### src/rtl/id_slot_ctrl.sv
// IF/ID slot controller: 2-entry (ID + skid) fetch buffer with load-use hazard bubbles,
// flush handling and a saturating hazard-stall counter.
module id_slot_ctrl #(
  parameter int unsigned XLEN  = 32,
  parameter int unsigned CNT_W = 16
) (
  input  logic             clk,
  input  logic             rst_n,
  input  logic             if_valid,
  input  logic [31:0]      if_instr,
  input  logic [XLEN-1:0]  if_pc,
  output logic             if_ready,
  output logic             id_valid,
  output logic [31:0]      id_instr,
  output logic [XLEN-1:0]  id_pc,
  output logic             id_fire,
  output logic             id_bubble,
  input  logic             ex_ready,
  input  logic             ex_valid,
  input  logic             ex_is_load,
  input  logic [4:0]       ex_rd,
  input  logic             flush,
  output logic [CNT_W-1:0] stall_cnt
);

  localparam logic [31:0] NOP       = 32'h0000_0013;
  localparam logic [6:0]  OP_LUI    = 7'b0110111;
  localparam logic [6:0]  OP_AUIPC  = 7'b0010111;
  localparam logic [6:0]  OP_JAL    = 7'b1101111;
  localparam logic [6:0]  OP_OP     = 7'b0110011;
  localparam logic [6:0]  OP_STORE  = 7'b0100011;
  localparam logic [6:0]  OP_BRANCH = 7'b1100011;

  typedef enum logic [1:0] {EMPTY, ONE, FULL} state_e;

  state_e            state_q, state_d;
  logic              id_valid_q;
  logic              if_ready_q;
  logic [31:0]       id_instr_q;
  logic [XLEN-1:0]   id_pc_q;
  logic [31:0]       skid_instr_q;
  logic [XLEN-1:0]   skid_pc_q;
  logic [CNT_W-1:0]  stall_cnt_q;

  logic [6:0] opcode;
  logic [4:0] rs1, rs2;
  logic       uses_rs1, uses_rs2;
  logic       hazard, accept;

  // Load-use detection against the instruction currently in EX
  always_comb begin
    opcode   = id_instr_q[6:0];
    rs1      = id_instr_q[19:15];
    rs2      = id_instr_q[24:20];
    uses_rs1 = !((opcode == OP_LUI) || (opcode == OP_AUIPC) || (opcode == OP_JAL));
    uses_rs2 = (opcode == OP_OP) || (opcode == OP_STORE) || (opcode == OP_BRANCH);
    hazard   = id_valid_q && ex_valid && ex_is_load && (ex_rd != 5'd0) &&
               ((uses_rs1 && (rs1 == ex_rd)) || (uses_rs2 && (rs2 == ex_rd)));
    id_fire   = id_valid_q && ex_ready && !hazard && !flush;
    id_bubble = hazard && ex_ready && !flush;
    accept    = if_valid && if_ready_q && !flush;
  end

  // Occupancy next state; flush overrides everything
  always_comb begin
    state_d = state_q;
    if (flush) begin
      state_d = EMPTY;
    end else begin
      case (state_q)
        EMPTY:   if (accept) state_d = ONE;
        ONE: begin
          if (accept && !id_fire)      state_d = FULL;
          else if (!accept && id_fire) state_d = EMPTY;
        end
        FULL:    if (id_fire) state_d = ONE;
        default: state_d = EMPTY;
      endcase
    end
  end

  always_ff @(posedge clk or negedge rst_n) begin
    if (!rst_n) begin
      state_q      <= EMPTY;
      id_valid_q   <= 1'b0;
      if_ready_q   <= 1'b1;
      id_instr_q   <= NOP;
      id_pc_q      <= '0;
      skid_instr_q <= NOP;
      skid_pc_q    <= '0;
      stall_cnt_q  <= '0;
    end else begin
      state_q    <= state_d;
      id_valid_q <= (state_d != EMPTY);
      if_ready_q <= (state_d != FULL);
      if (flush) begin
        id_instr_q   <= NOP;
        skid_instr_q <= NOP;
        skid_pc_q    <= '0;
      end else begin
        case (state_q)
          EMPTY: if (accept) begin
            id_instr_q <= if_instr;
            id_pc_q    <= if_pc;
          end
          ONE: begin
            if (accept && id_fire) begin
              id_instr_q <= if_instr;
              id_pc_q    <= if_pc;
            end else if (accept) begin
              skid_instr_q <= if_instr;
              skid_pc_q    <= if_pc;
            end
          end
          FULL: if (id_fire) begin
            // Skid drains into ID first so fetch order is preserved
            id_instr_q   <= skid_instr_q;
            id_pc_q      <= skid_pc_q;
            skid_instr_q <= NOP;
            skid_pc_q    <= '0;
          end
          default: ;
        endcase
      end
      if (id_bubble && (stall_cnt_q != {CNT_W{1'b1}}))
        stall_cnt_q <= stall_cnt_q + CNT_W'(1);
    end
  end

  assign if_ready  = if_ready_q;
  assign id_valid  = id_valid_q;
  assign id_instr  = id_instr_q;
  assign id_pc     = id_pc_q;
  assign stall_cnt = stall_cnt_q;

endmodule

### config.mk
export PLATFORM = sky130hd
export DESIGN_NAME = id_slot_ctrl
export DESIGN_NICKNAME = d
export VERILOG_FILES = /design/src/rtl/id_slot_ctrl.sv
export SDC_FILE = /design/constraint.sdc
export NUM_CORES = 1
export LEC_CHECK = 0
export ABC_AREA = 1
export BUFFER_PORTS_ARGS = -buffer_cell sky130_fd_sc_hd__buf_2
export CAP_MARGIN = 20
export CORE_MARGIN = 2
export CORE_UTILIZATION = 35
export CTS_BUF_LIST = sky130_fd_sc_hd__clkbuf_8
export DETAILED_ROUTE_END_ITERATION = 16
export PLACE_DENSITY = 0.56
export SLEW_MARGIN = 15
export SYNTH_ARGS = -nofsm -noshare
export SYNTH_HDL_FRONTEND = slang
export SYNTH_SLANG_ARGS = --single-unit
### constraint.sdc
create_clock -name clk -period 1.8 [get_ports clk]
set_clock_uncertainty 0.05 [all_clocks]
set_input_delay 0.36 -clock clk [delete_from_list [all_inputs] [get_ports clk]]
set_output_delay 0.36 -clock clk [all_outputs]
set_load 0.1 [all_outputs]
==> run metrics <==
wire per inst=~18 µm; Routed Antenna Nets=0; Cells after Synth=just over 1000; final net count=between 1000 and 1500; Max Fclk=~400 MHz; Clock power frac=~16%; Setup TNS Final=-87.28 ns; IO Pins=160; sequential area share after synthesis=46.8%; final hold viol count=0; sw power=9130 µW; cts bufs inserted=17; H-tree depth=4; Compound-Gate Fraction of Synth Area=2.95%; Max rail drop VDD=0.000795 V; crit-path max FO=4; core area=0.0224 mm²; final wirelength=27400 µm; n_diodes=0; Async S/R FF share, synth=100%; top cells by area in the synthesized netlist=dfrtp_1, nand2_1, nand3_2, nand3_1, nor2_1; Rel. slew slack=between 60% and 70%; total power density per cell area=~1400 mW/mm²; Die H=154 µm; DRC=0; syn_area_per_cell=~7.7 µm²; Post-synth top flop=dfrtp_1; largest family of logic cells by synthesized area=simple AND/OR/NAND/NOR gates; Adder-Cell Fraction of Synth Area=0.158%; syn nets=roughly 1100; die area=about 0.024 mm²; Net Sw Frac=a little over 50%; gr ovfl total=0; worst slew pin tran=~0.52 ns; post-route minimum period=approximately 2.5 ns; biggest area consumer among synthesized cells=dfrtp_1; Final Util=between 50% and 60%; via count=7872; Tcrit/Tclk final=140%; # setup viols final=153; Cells after DPL=about 1500; internal power=between 8000 and 9000 µW; PortBufs=about 160; CTS tree=built; die width=154 µm; startpoint types=flip-flop; Post-Synth Simple-Gate Area=39.8%; clk sinks=148; Warnings, synthesis=0; max-slew violation count=0; final setup margin=-0.728 ns; violations in the final reports=negative setup slack; area of the multi-input gates=0.00460 mm²; static leakage=0.00638 µW; Final Total Pwr=between 15000 and 20000 µW; Area growth syn-to-layout=54.9%; #FFs+latches synth=148; RePlAce Congestion=between 0.8 and 0.9; Flop pwr share=28.5%; largest net degree at the start of global routing=52; Yosys cell types=32; top cell type's share of synthesized area=44.5%; Critical Path AT=~2.1 ns; max_cap viols=0; Max clock buf depth=2; fraction of layout cells with a size suffix above 1=between 40% and 50%; outcome=finished with violations; DR vias/cell=about 5; hold crit path type=in -> reg; Fill cells=2049; most common cell in the netlist=nand2_1; CTS root buf=clkbuf_8; Worst-path clk slew=around 0.1 ns; CP endpoint kind=output port; post-DP HPWL=~15000 µm; GRT Overall Usage=22.7%; RSZ-0062 raised after global routing=yes; first-pass GRT wire length=42100 µm; Crit Path Class=reg -> out; clk_lat worst skew=roughly 0.46 ns; post-synthesis mux area share=0%; Finished Layout Cells=1567; combinational fraction of design power=between 50% and 60%; Reg2Reg Setup Slack=-0.72 ns; Post-synth top cells=nand2_1, dfrtp_1, nor2_1, nand3_1, inv_1; DRT Pass-1 Iters=5; Syn Std Cell Area=0.00793 mm²; starting density of the core=a little over a third; number of synthesized flops with an enable pin=0; XOR/XNOR share of the synthesized area=about 2.7%; required time worst endpoint=approximately 1.4 ns; vias in the first global route=7619; DRT iter0 DRCs=around 540; initial antenna violation count=0; Reg area=0.00376 mm²; Row Count=55
[area by class of cell]
cell class | count | area share (%)
Timing Repair Buffer | 286 | 23.9
Inverter | 55 | 1.75
Clock inverter | 15 | 1.37
Multi-Input combinational cell | 761 | 37.5
Clock buffer | 17 | 1.91
Tap cell | 285 | 2.90
Sequential cell | 148 | 30.6
[power by group through the flow]
| stage | Clock (µW) | Combinational (µW) | Sequential, µW |
|---|---|---|---|
| CTS | 2810 | 9500 | 4910 |
| global placement | 0 | 7600 | 4920 |
| floorplan | 0 | 2190 | 8730 |
| detailed placement | 0 | 7640 | 4920 |
| finish | 2750 | 9910 | 5060 |
| global route | 2960 | 10400 | 5160 |
[through the flow]
stage / setup slack (ns) / area, µm² / hold WS (ns)
global placement: -0.542 / 9640 / 0.218
finish: -0.728 / 12300 / 0.180
global route: -0.822 / 12300 / 0.178
CTS: -0.796 / 11900 / 0.147
detailed placement: -0.542 / 9640 / 0.219
floorplan: -0.870 / 8260 / 0.0144
[metal layers]
layer	wire, µm	global-route usage, %
met1	12200	31.7
met2	13000	35.7
met3	1670	3.98
met4	545	7.63
met5	0	0
[critical path, stage by stage, from the launching register on]
cell and delay [ns]:
dfrtp_2 0.45, nor2_1 0.13, nand2_1 0.11, nor3_4 0.24, nand2_1 0.09, nand2_2 0.11, nand2_4 0.08, buf_12 0.13
nand3_4 0.06, clkinvlp_4 0.10, buf_12 0.17
[registers in the layout, summed over array words and instances, names as in the netlist]
register,count
id_valid,1
id_instr,32
skid_pc_q,32
if_ready,1
skid_instr_q,32
id_pc,32
state_q,2
stall_cnt,16
[repair_timing]
item / in CTS / in global routing
hold buffers: 1 / 0
cloned: 32 / 5
pin swaps: 103 / 82
setup buffers: 39 / 8
hold endpoints to repair: 26 / 0
resized for setup: 166 / 147
setup endpoints to repair: 165 / 158
[logic make-up (layout without fill, tap and decap cells)]
family                   Yosys count  count (layout)
AO/OA/AOI/OAI                     39              39
XOR/XNOR                          24              24
adder cells (fa/ha/maj)            1               1
buffers and inverters            115             373
flip-flops                       148             148
AND/OR/NAND/NOR                  697             697
[path summary, 6_finish.rpt]
check / cells after the start / end / startpoint
max: 10 / id_fire / id_instr[3]$_DFFE_PN0P_
min: 5 / skid_instr_q[7]$_DFFE_PN0P_ / if_instr[7]
max reg2reg: 15 / id_instr[22]$_DFFE_PN0P_ / id_instr[1]$_DFFE_PN1P_
min reg2reg: 2 / skid_instr_q[1]$_DFFE_PN1P_ / skid_instr_q[1]$_DFFE_PN1P_
max in group asynchronous: 3 / if_ready$_DFF_PN1_ / rst_n
min in group asynchronous: 2 / stall_cnt[3]$_DFFE_PN0P_ / rst_n
[placed cells by master, fill, tap and decap left out, types with 33 or more instances in the layout]
master / n
nand2_1: 316
buf_2: 137
dfrtp_1: 114
nand3_2: 90
nor2_1: 88
nand2_2: 80
buf_4: 56
inv_1: 49
nand2_4: 42
nand4_1: 38
buf_12: 33
(Power assumes the default switching activity.)
